===== config.mk =====
export PLATFORM = sky130hd
export DESIGN_NAME = cam_req_queue
export DESIGN_NICKNAME = d
export VERILOG_FILES = /design/src/rtl/cam_req_queue.sv
export SDC_FILE = /design/constraint.sdc
export NUM_CORES = 1
export LEC_CHECK = 0
export CAP_MARGIN = 20
export CORE_UTILIZATION = 56
export CTS_CLUSTER_DIAMETER = 40
export DETAILED_ROUTE_END_ITERATION = 8
export DONT_BUFFER_PORTS = 1
export PLACE_DENSITY = 0.74
export SLEW_MARGIN = 20
export SYNTH_ARGS = -nofsm -noshare
export SYNTH_HDL_FRONTEND = slang
export SYNTH_SLANG_ARGS = --single-unit

===== constraint.sdc =====
create_clock -name clk -period 3 [get_ports clk]
set_input_delay 0.45 -clock clk [delete_from_list [all_inputs] [get_ports clk]]
set_output_delay 0.45 -clock clk [all_outputs]
set_load 0.05 [all_outputs]

===== src/rtl/cam_req_queue.sv =====
// -----------------------------------------------------------------------------
// cam_req_queue
//   Front-end stage in front of the cam block. Client read/write/search
//   requests are buffered in a small FIFO and issued to the cam one at a time,
//   so the cam never sees more than one strobe. Read and search results are
//   captured one cycle after the strobe and returned on a valid/ready channel.
//
// Ports
//   clk, reset_i            clock, synchronous active-high reset
//   req_*                   client request channel (valid/ready, op/index/data)
//                           op: 00 read, 01 write, 10 search, 11 reserved (dropped)
//   read_o/write_o/search_o cam strobes (at most one high, only in ISSUE)
//   *_index_o, *_data_o     cam index/data, zero outside ISSUE
//   read_valid_i, read_value_i, search_valid_i, search_index_i
//                           cam results, valid the cycle after the strobe
//   rsp_*                   response channel (read/search only)
//   stat_hits_o/stat_misses_o
//                           saturating response hit/miss counters, present
//                           only when CAM_REQ_STATS_EN is defined, else 0
//
// Optional feature macro: CAM_REQ_STATS_EN
// -----------------------------------------------------------------------------
module cam_req_queue #(
  parameter int ARRAY_WIDTH_LOG2 = 5,
  parameter int DEPTH_LOG2       = 2
) (
  input  logic                           clk,
  input  logic                           reset_i,
  input  logic                           req_valid_i,
  output logic                           req_ready_o,
  input  logic [1:0]                     req_op_i,
  input  logic [ARRAY_WIDTH_LOG2-1:0]    req_index_i,
  input  logic [2**ARRAY_WIDTH_LOG2-1:0] req_data_i,
  output logic                           read_o,
  output logic                           write_o,
  output logic                           search_o,
  output logic [ARRAY_WIDTH_LOG2-1:0]    read_index_o,
  output logic [ARRAY_WIDTH_LOG2-1:0]    write_index_o,
  output logic [2**ARRAY_WIDTH_LOG2-1:0] write_data_o,
  output logic [2**ARRAY_WIDTH_LOG2-1:0] search_data_o,
  input  logic                           read_valid_i,
  input  logic                           search_valid_i,
  input  logic [2**ARRAY_WIDTH_LOG2-1:0] read_value_i,
  input  logic [ARRAY_WIDTH_LOG2-1:0]    search_index_i,
  output logic                           rsp_valid_o,
  input  logic                           rsp_ready_i,
  output logic [1:0]                     rsp_op_o,
  output logic                           rsp_hit_o,
  output logic [2**ARRAY_WIDTH_LOG2-1:0] rsp_data_o,
  output logic [15:0]                    stat_hits_o,
  output logic [15:0]                    stat_misses_o
);

  localparam int AW    = ARRAY_WIDTH_LOG2;
  localparam int DW    = 2**ARRAY_WIDTH_LOG2;
  localparam int DEPTH = 2**DEPTH_LOG2;
  localparam logic [DEPTH_LOG2:0] PTR_ONE = 1;

  localparam logic [1:0] OP_READ   = 2'b00;
  localparam logic [1:0] OP_WRITE  = 2'b01;
  localparam logic [1:0] OP_SEARCH = 2'b10;

  typedef enum logic [1:0] {
    ST_IDLE  = 2'd0,
    ST_ISSUE = 2'd1,
    ST_WAIT  = 2'd2,
    ST_RESP  = 2'd3
  } state_t;

  state_t state_q, state_d;

  // FIFO storage and pointers (one extra wrap bit to tell full from empty)
  logic [1:0]           fifo_op_q   [DEPTH];
  logic [AW-1:0]        fifo_idx_q  [DEPTH];
  logic [DW-1:0]        fifo_data_q [DEPTH];
  logic [DEPTH_LOG2:0]  wr_ptr_q, wr_ptr_d, rd_ptr_q, rd_ptr_d;
  logic                 fifo_empty, fifo_full, push;

  // Op register (current request) and response registers
  logic [1:0]    op_q, op_d;
  logic [AW-1:0] idx_q, idx_d;
  logic [DW-1:0] data_q, data_d;
  logic [1:0]    rsp_op_q, rsp_op_d;
  logic          rsp_hit_q, rsp_hit_d;
  logic [DW-1:0] rsp_data_q, rsp_data_d;

  assign fifo_empty  = (wr_ptr_q == rd_ptr_q);
  assign fifo_full   = (wr_ptr_q[DEPTH_LOG2] != rd_ptr_q[DEPTH_LOG2]) &&
                       (wr_ptr_q[DEPTH_LOG2-1:0] == rd_ptr_q[DEPTH_LOG2-1:0]);
  // Ready comes only from the registered pointers: a pop in the same cycle
  // does not open a slot for a push until the next cycle.
  assign req_ready_o = !fifo_full;
  assign push        = req_valid_i && !fifo_full;
  assign wr_ptr_d    = push ? (wr_ptr_q + PTR_ONE) : wr_ptr_q;

  always_ff @(posedge clk) begin
    if (push) begin
      fifo_op_q[wr_ptr_q[DEPTH_LOG2-1:0]]   <= req_op_i;
      fifo_idx_q[wr_ptr_q[DEPTH_LOG2-1:0]]  <= req_index_i;
      fifo_data_q[wr_ptr_q[DEPTH_LOG2-1:0]] <= req_data_i;
    end
  end

  always_comb begin
    state_d    = state_q;
    rd_ptr_d   = rd_ptr_q;
    op_d       = op_q;
    idx_d      = idx_q;
    data_d     = data_q;
    rsp_op_d   = rsp_op_q;
    rsp_hit_d  = rsp_hit_q;
    rsp_data_d = rsp_data_q;
    case (state_q)
      ST_IDLE: begin
        if (!fifo_empty) begin
          op_d     = fifo_op_q[rd_ptr_q[DEPTH_LOG2-1:0]];
          idx_d    = fifo_idx_q[rd_ptr_q[DEPTH_LOG2-1:0]];
          data_d   = fifo_data_q[rd_ptr_q[DEPTH_LOG2-1:0]];
          rd_ptr_d = rd_ptr_q + PTR_ONE;
          state_d  = ST_ISSUE;
        end
      end
      ST_ISSUE: begin
        // Writes and reserved ops produce no response.
        if (op_q == OP_READ || op_q == OP_SEARCH) state_d = ST_WAIT;
        else                                      state_d = ST_IDLE;
      end
      ST_WAIT: begin
        rsp_op_d = op_q;
        if (op_q == OP_READ) begin
          rsp_hit_d  = read_valid_i;
          rsp_data_d = read_value_i;
        end else begin
          rsp_hit_d  = search_valid_i;
          rsp_data_d = search_valid_i ? {{(DW-AW){1'b0}}, search_index_i} : '0;
        end
        state_d = ST_RESP;
      end
      ST_RESP: begin
        if (rsp_ready_i) state_d = ST_IDLE;
      end
      default: state_d = ST_IDLE;
    endcase
  end

  always_ff @(posedge clk) begin
    if (reset_i) begin
      state_q    <= ST_IDLE;
      wr_ptr_q   <= '0;
      rd_ptr_q   <= '0;
      op_q       <= '0;
      idx_q      <= '0;
      data_q     <= '0;
      rsp_op_q   <= '0;
      rsp_hit_q  <= 1'b0;
      rsp_data_q <= '0;
    end else begin
      state_q    <= state_d;
      wr_ptr_q   <= wr_ptr_d;
      rd_ptr_q   <= rd_ptr_d;
      op_q       <= op_d;
      idx_q      <= idx_d;
      data_q     <= data_d;
      rsp_op_q   <= rsp_op_d;
      rsp_hit_q  <= rsp_hit_d;
      rsp_data_q <= rsp_data_d;
    end
  end

  // Cam interface: strobes and their index/data only live in ISSUE.
  assign read_o        = (state_q == ST_ISSUE) && (op_q == OP_READ);
  assign write_o       = (state_q == ST_ISSUE) && (op_q == OP_WRITE);
  assign search_o      = (state_q == ST_ISSUE) && (op_q == OP_SEARCH);
  assign read_index_o  = read_o   ? idx_q  : '0;
  assign write_index_o = write_o  ? idx_q  : '0;
  assign write_data_o  = write_o  ? data_q : '0;
  assign search_data_o = search_o ? data_q : '0;

  // Response channel: registers are stable throughout RESP, zero otherwise.
  assign rsp_valid_o = (state_q == ST_RESP);
  assign rsp_op_o    = rsp_valid_o ? rsp_op_q   : '0;
  assign rsp_hit_o   = rsp_valid_o && rsp_hit_q;
  assign rsp_data_o  = rsp_valid_o ? rsp_data_q : '0;

`ifdef CAM_REQ_STATS_EN
  logic [15:0] hits_q, hits_d, misses_q, misses_d;

  always_comb begin
    hits_d   = hits_q;
    misses_d = misses_q;
    if (rsp_valid_o && rsp_ready_i) begin
      if (rsp_hit_q) begin
        if (hits_q != 16'hFFFF) hits_d = hits_q + 16'd1;
      end else begin
        if (misses_q != 16'hFFFF) misses_d = misses_q + 16'd1;
      end
    end
  end

  always_ff @(posedge clk) begin
    if (reset_i) begin
      hits_q   <= '0;
      misses_q <= '0;
    end else begin
      hits_q   <= hits_d;
      misses_q <= misses_d;
    end
  end

  assign stat_hits_o   = hits_q;
  assign stat_misses_o = misses_q;
`else
  assign stat_hits_o   = '0;
  assign stat_misses_o = '0;
`endif

endmodule


==> summary.json <==
{
  "global_route": {
    "initial_antenna_violation_count": 2,
    "grt_pass1_wl_mm": 32.52,
    "grt_use_total": 0.2321,
    "global_route_congestion_overflow_total": 0,
    "grt_max_degree": 118,
    "first_global_vias": 5954
  },
  "detailed_routing": {
    "num_vias": 6069,
    "drc_errors": 0,
    "postRouteAntennaNets": 0,
    "drt_wl_total_mm": 22.21,
    "drtPass1Iterations": 5,
    "post_drt_wl_per_cell_um": 20.63,
    "viasPerCell": 5.635,
    "initialDrtViolationCount": 332
  },
  "final_layout": {
    "multi_input_area_um2": 3471,
    "final-instance-count-excl-fill": 1077,
    "post_route_cells_drive_above_1_share": 0.2291,
    "final-seq-area_um2": 6331,
    "fin_area_um2": 13030,
    "area.growth.synth_to_final_pct": 27.76,
    "layout.filler_cells": 1042,
    "final_nets": 916
  },
  "floorplan": {
    "die_height_um": 137.0,
    "chipWidth_um": 137.0,
    "coreArea_um2": 17540,
    "floorplan.rows": 48,
    "die_area_um2": 18760,
    "design.portCount": 228,
    "start_util": 0.5815
  },
  "setup_path": {
    "maximum_net_fanout_on_the_critical_path": 33,
    "critical_path.startpoint": "op_q[0]$_SDFFE_PP0P_",
    "critical_register_to_register_path_startpoint": "rd_ptr_q[0]$_SDFFE_PP0P_",
    "worst_ep_arrival_time_ps": 2390,
    "cp_cell_sequence": "or3b_1, nor2_4, and2_1, buf_12",
    "worst_reg_to_reg_path_cell_count": 4,
    "critical_path.max_stage_delay_ps": 580,
    "r2r_end": "fifo_data_q[3][1]$_DFFE_PP_",
    "setup.worst_path.end": "search_data_o[4]",
    "worst_path_max_delay_cell": "sky130_fd_sc_hd__nor2_4",
    "crit_path_end_kind": "output port",
    "critical_path_class": "reg2out",
    "required_ps": 2550,
    "rrSetupSlack_ps": 840,
    "cp-start-kind": "flop"
  },
  "synthesis": {
    "ys_top_cells_by_area": "sky130_fd_sc_hd__edfxtp_1, sky130_fd_sc_hd__dfxtp_1, sky130_fd_sc_hd__mux4_2",
    "synth-seq-area-share": 0.6203,
    "synth_largest_type_area_fraction": 0.4593,
    "synth_area_per_cell_um2": 14.05,
    "yosysTopAreaCell": "sky130_fd_sc_hd__edfxtp_1",
    "synthArstFlopShare": 0,
    "synthFlopType": "sky130_fd_sc_hd__edfxtp_1",
    "register_bit_count_reported_by_yosys": 238,
    "synth_edf_count": 156,
    "syn_area_um2": 10200,
    "post_synth_inst_count": 726,
    "synth.distinct_cells": 39,
    "synthesis_warnings": 0
  },
  "pwr": {
    "cellPowerDensity_nw_per_um2": 793.0,
    "vdd_drop_max_uv": 733.2,
    "p_leak_nw": 4.869
  },
  "sta": {
    "setup_tns_ps": 0,
    "finalMaxSlewViolations": 0,
    "fin_worst_skew_ps": 20.43,
    "fin_crit_sh": 0.9453,
    "tightestPinTransition_ps": 710.7,
    "worst_slew_margin_rel": 0.5251,
    "setup_repair_after_global_routing_missed_its_margin": "no",
    "layout_min_cycle_time_ps": 2836,
    "finalSetupViolCount": 0,
    "timing_hold_violations_final": 0,
    "clock.fmax_mhz": 352.6
  },
  "run_status": {
    "outcome": "finished, final reports clean"
  },
  "cts": {
    "tritoncts": "built",
    "cts_root_buffer": "sky130_fd_sc_hd__clkbuf_16",
    "cts_buffers": 28,
    "path_clk_slew_ps": 60,
    "clk_latency_ps": 540,
    "clock_sinks": 238,
    "cts-htree-levels": 1,
    "post_cts.repair.setup_buffers": 0,
    "cts.path.max_buffers": 3
  },
  "placement": {
    "port_buffers": 0,
    "placedCellCount": 991,
    "gp_congestion": 0.7003,
    "dpl.hpwl_mm": 13.76,
    "placed_cell_area_um2": 11740
  },
  "hold_path": {
    "hold_path.class": "in2reg"
  },
  "flow_run": {
    "max-cap-violations": 0
  }
}
-- logic make-up after synthesis --
family | after synthesis | synth area share
flip-flops | 238 | 0.6203
AO/OA/AOI/OAI | 52 | 0.03791
multiplexers | 83 | 0.1297
XOR/XNOR | 6 | 0.007362
other | 1 | 0.0003677
AND/OR/NAND/NOR | 252 | 0.1460
buffers and inverters | 89 | 0.05226
adder cells (fa/ha/maj) | 5 | 0.006134
-- critical path, delay by kind of cell, from the launching register on --
kind	cells	cell delay (ps)
buf+inv	1	150
flops	1	370
simple gates	3	1320
-- Yosys cell counts (all sizes together), types with 4 or more instances --
cell type	number
a21oi	10
a22oi	33
and2	79
and3	35
buf	57
clkbuf	28
dfxtp	82
edfxtp	156
ha	5
inv	4
mux2i	41
mux4	39
nand2	8
nand2b	83
nand3	6
nor2	34
-- power breakdown --
part	total (mW)	switching, mW	internal, mW	leakage [nW]
sequential	4.37	0.369	4.00	2.10
clock	3.39	1.37	2.02	0.461
combinational	2.57	1.48	1.09	2.31
total	10.3	3.22	7.11	4.87
-- area by class of cell --
cell class                 instances  share of cell area
clock buffer                      32             0.05493
clock inverter                    20             0.01834
timing repair buffer             127              0.1515
antenna                            1           0.0001920
multi-input combinational        430              0.2664
inverter                           4            0.001152
tap                              225             0.02161
sequential                       238              0.4859
-- repair_timing --
| item | in CTS | in global routing |
|---|---|---|
| endpoints found under the hold margin | 114 | 0 |
| gates resized for setup | 0 | 0 |
| hold buffers | 33 | 0 |
-- stage by stage --
| stage | setup WS, ps | hold WS (ps) | total power [mW] | utilization |
|---|---|---|---|---|
| final | 164.0 | 14.22 | 10.33 | 0.7430 |
| after detailed placement | 690.0 | 450.5 | 6.933 | 0.6696 |
| after global placement | 796.2 | 445.2 | 6.820 | 0.6696 |
| after global routing | 67.77 | 2.849 | 10.75 | 0.7430 |
| after CTS | 129.1 | 0.2900 | 10.40 | 0.7429 |
| after floorplan | 393.9 | 431.9 | 6.391 | - |
-- sequential cells by signal, indices dropped and copies added, names as in the netlist, 2 cells and up, named ones only --
register and flops:
wr_ptr_q 3, fifo_data_q 128, rd_ptr_q 3, rsp_data_q 32, fifo_idx_q 20, data_q 32, fifo_op_q 8, idx_q 5
rsp_op_q 2, op_q 2
-- layer usage --
layer,up-vias,track usage,share of wire
met4,0,0.05983,0.018
li1,2771,-,-
met2,300,0.4324,0.53
met3,37,0.04963,0.083
met1,2961,0.2688,0.37
met5,-,0,0
-- layout by cell type (no fill, tap or decap), types with 4 or more instances in the layout --
cell and instances:
sky130_fd_sc_hd__edfxtp_1 156, sky130_fd_sc_hd__nand2b_1 83, sky130_fd_sc_hd__dfxtp_1 80, sky130_fd_sc_hd__and2_1 75, sky130_fd_sc_hd__buf_12 75, sky130_fd_sc_hd__mux2i_1 41
sky130_fd_sc_hd__mux4_2 39, sky130_fd_sc_hd__and3_1 35, sky130_fd_sc_hd__nor2_1 33, sky130_fd_sc_hd__a22oi_1 33, sky130_fd_sc_hd__dlygate4sd3_1 33, sky130_fd_sc_hd__conb_1 32
sky130_fd_sc_hd__clkbuf_16 28, sky130_fd_sc_hd__buf_4 19, sky130_fd_sc_hd__a21oi_1 10, sky130_fd_sc_hd__nand2_1 8, sky130_fd_sc_hd__nand3_1 6, sky130_fd_sc_hd__ha_1 5
sky130_fd_sc_hd__inv_1 4, sky130_fd_sc_hd__and2_2 4, sky130_fd_sc_hd__clkinv_4 4, sky130_fd_sc_hd__clkbuf_1 4, sky130_fd_sc_hd__inv_6 4
-- worst min-delay path by stage --
stage	start	endpoint	slack (ps)	cells past startpoint
after floorplan	rsp_op_q[1]$_SDFFE_PP0N_	rsp_op_q[1]$_SDFFE_PP0N_	430	2
after global placement	rsp_op_q[0]$_SDFFE_PP0N_	rsp_op_q[0]$_SDFFE_PP0N_	450	2
after detailed placement	rsp_op_q[1]$_SDFFE_PP0N_	rsp_op_q[1]$_SDFFE_PP0N_	450	2
after CTS	reset_i	rsp_data_q[22]$_SDFFE_PP0N_	0.3	1
after global routing	req_data_i[28]	fifo_data_q[1][28]$_DFFE_PP_	3	0
final	req_data_i[14]	fifo_data_q[3][14]$_DFFE_PP_	10	0
No activity file was read; power rests on OpenSTA's default activity.
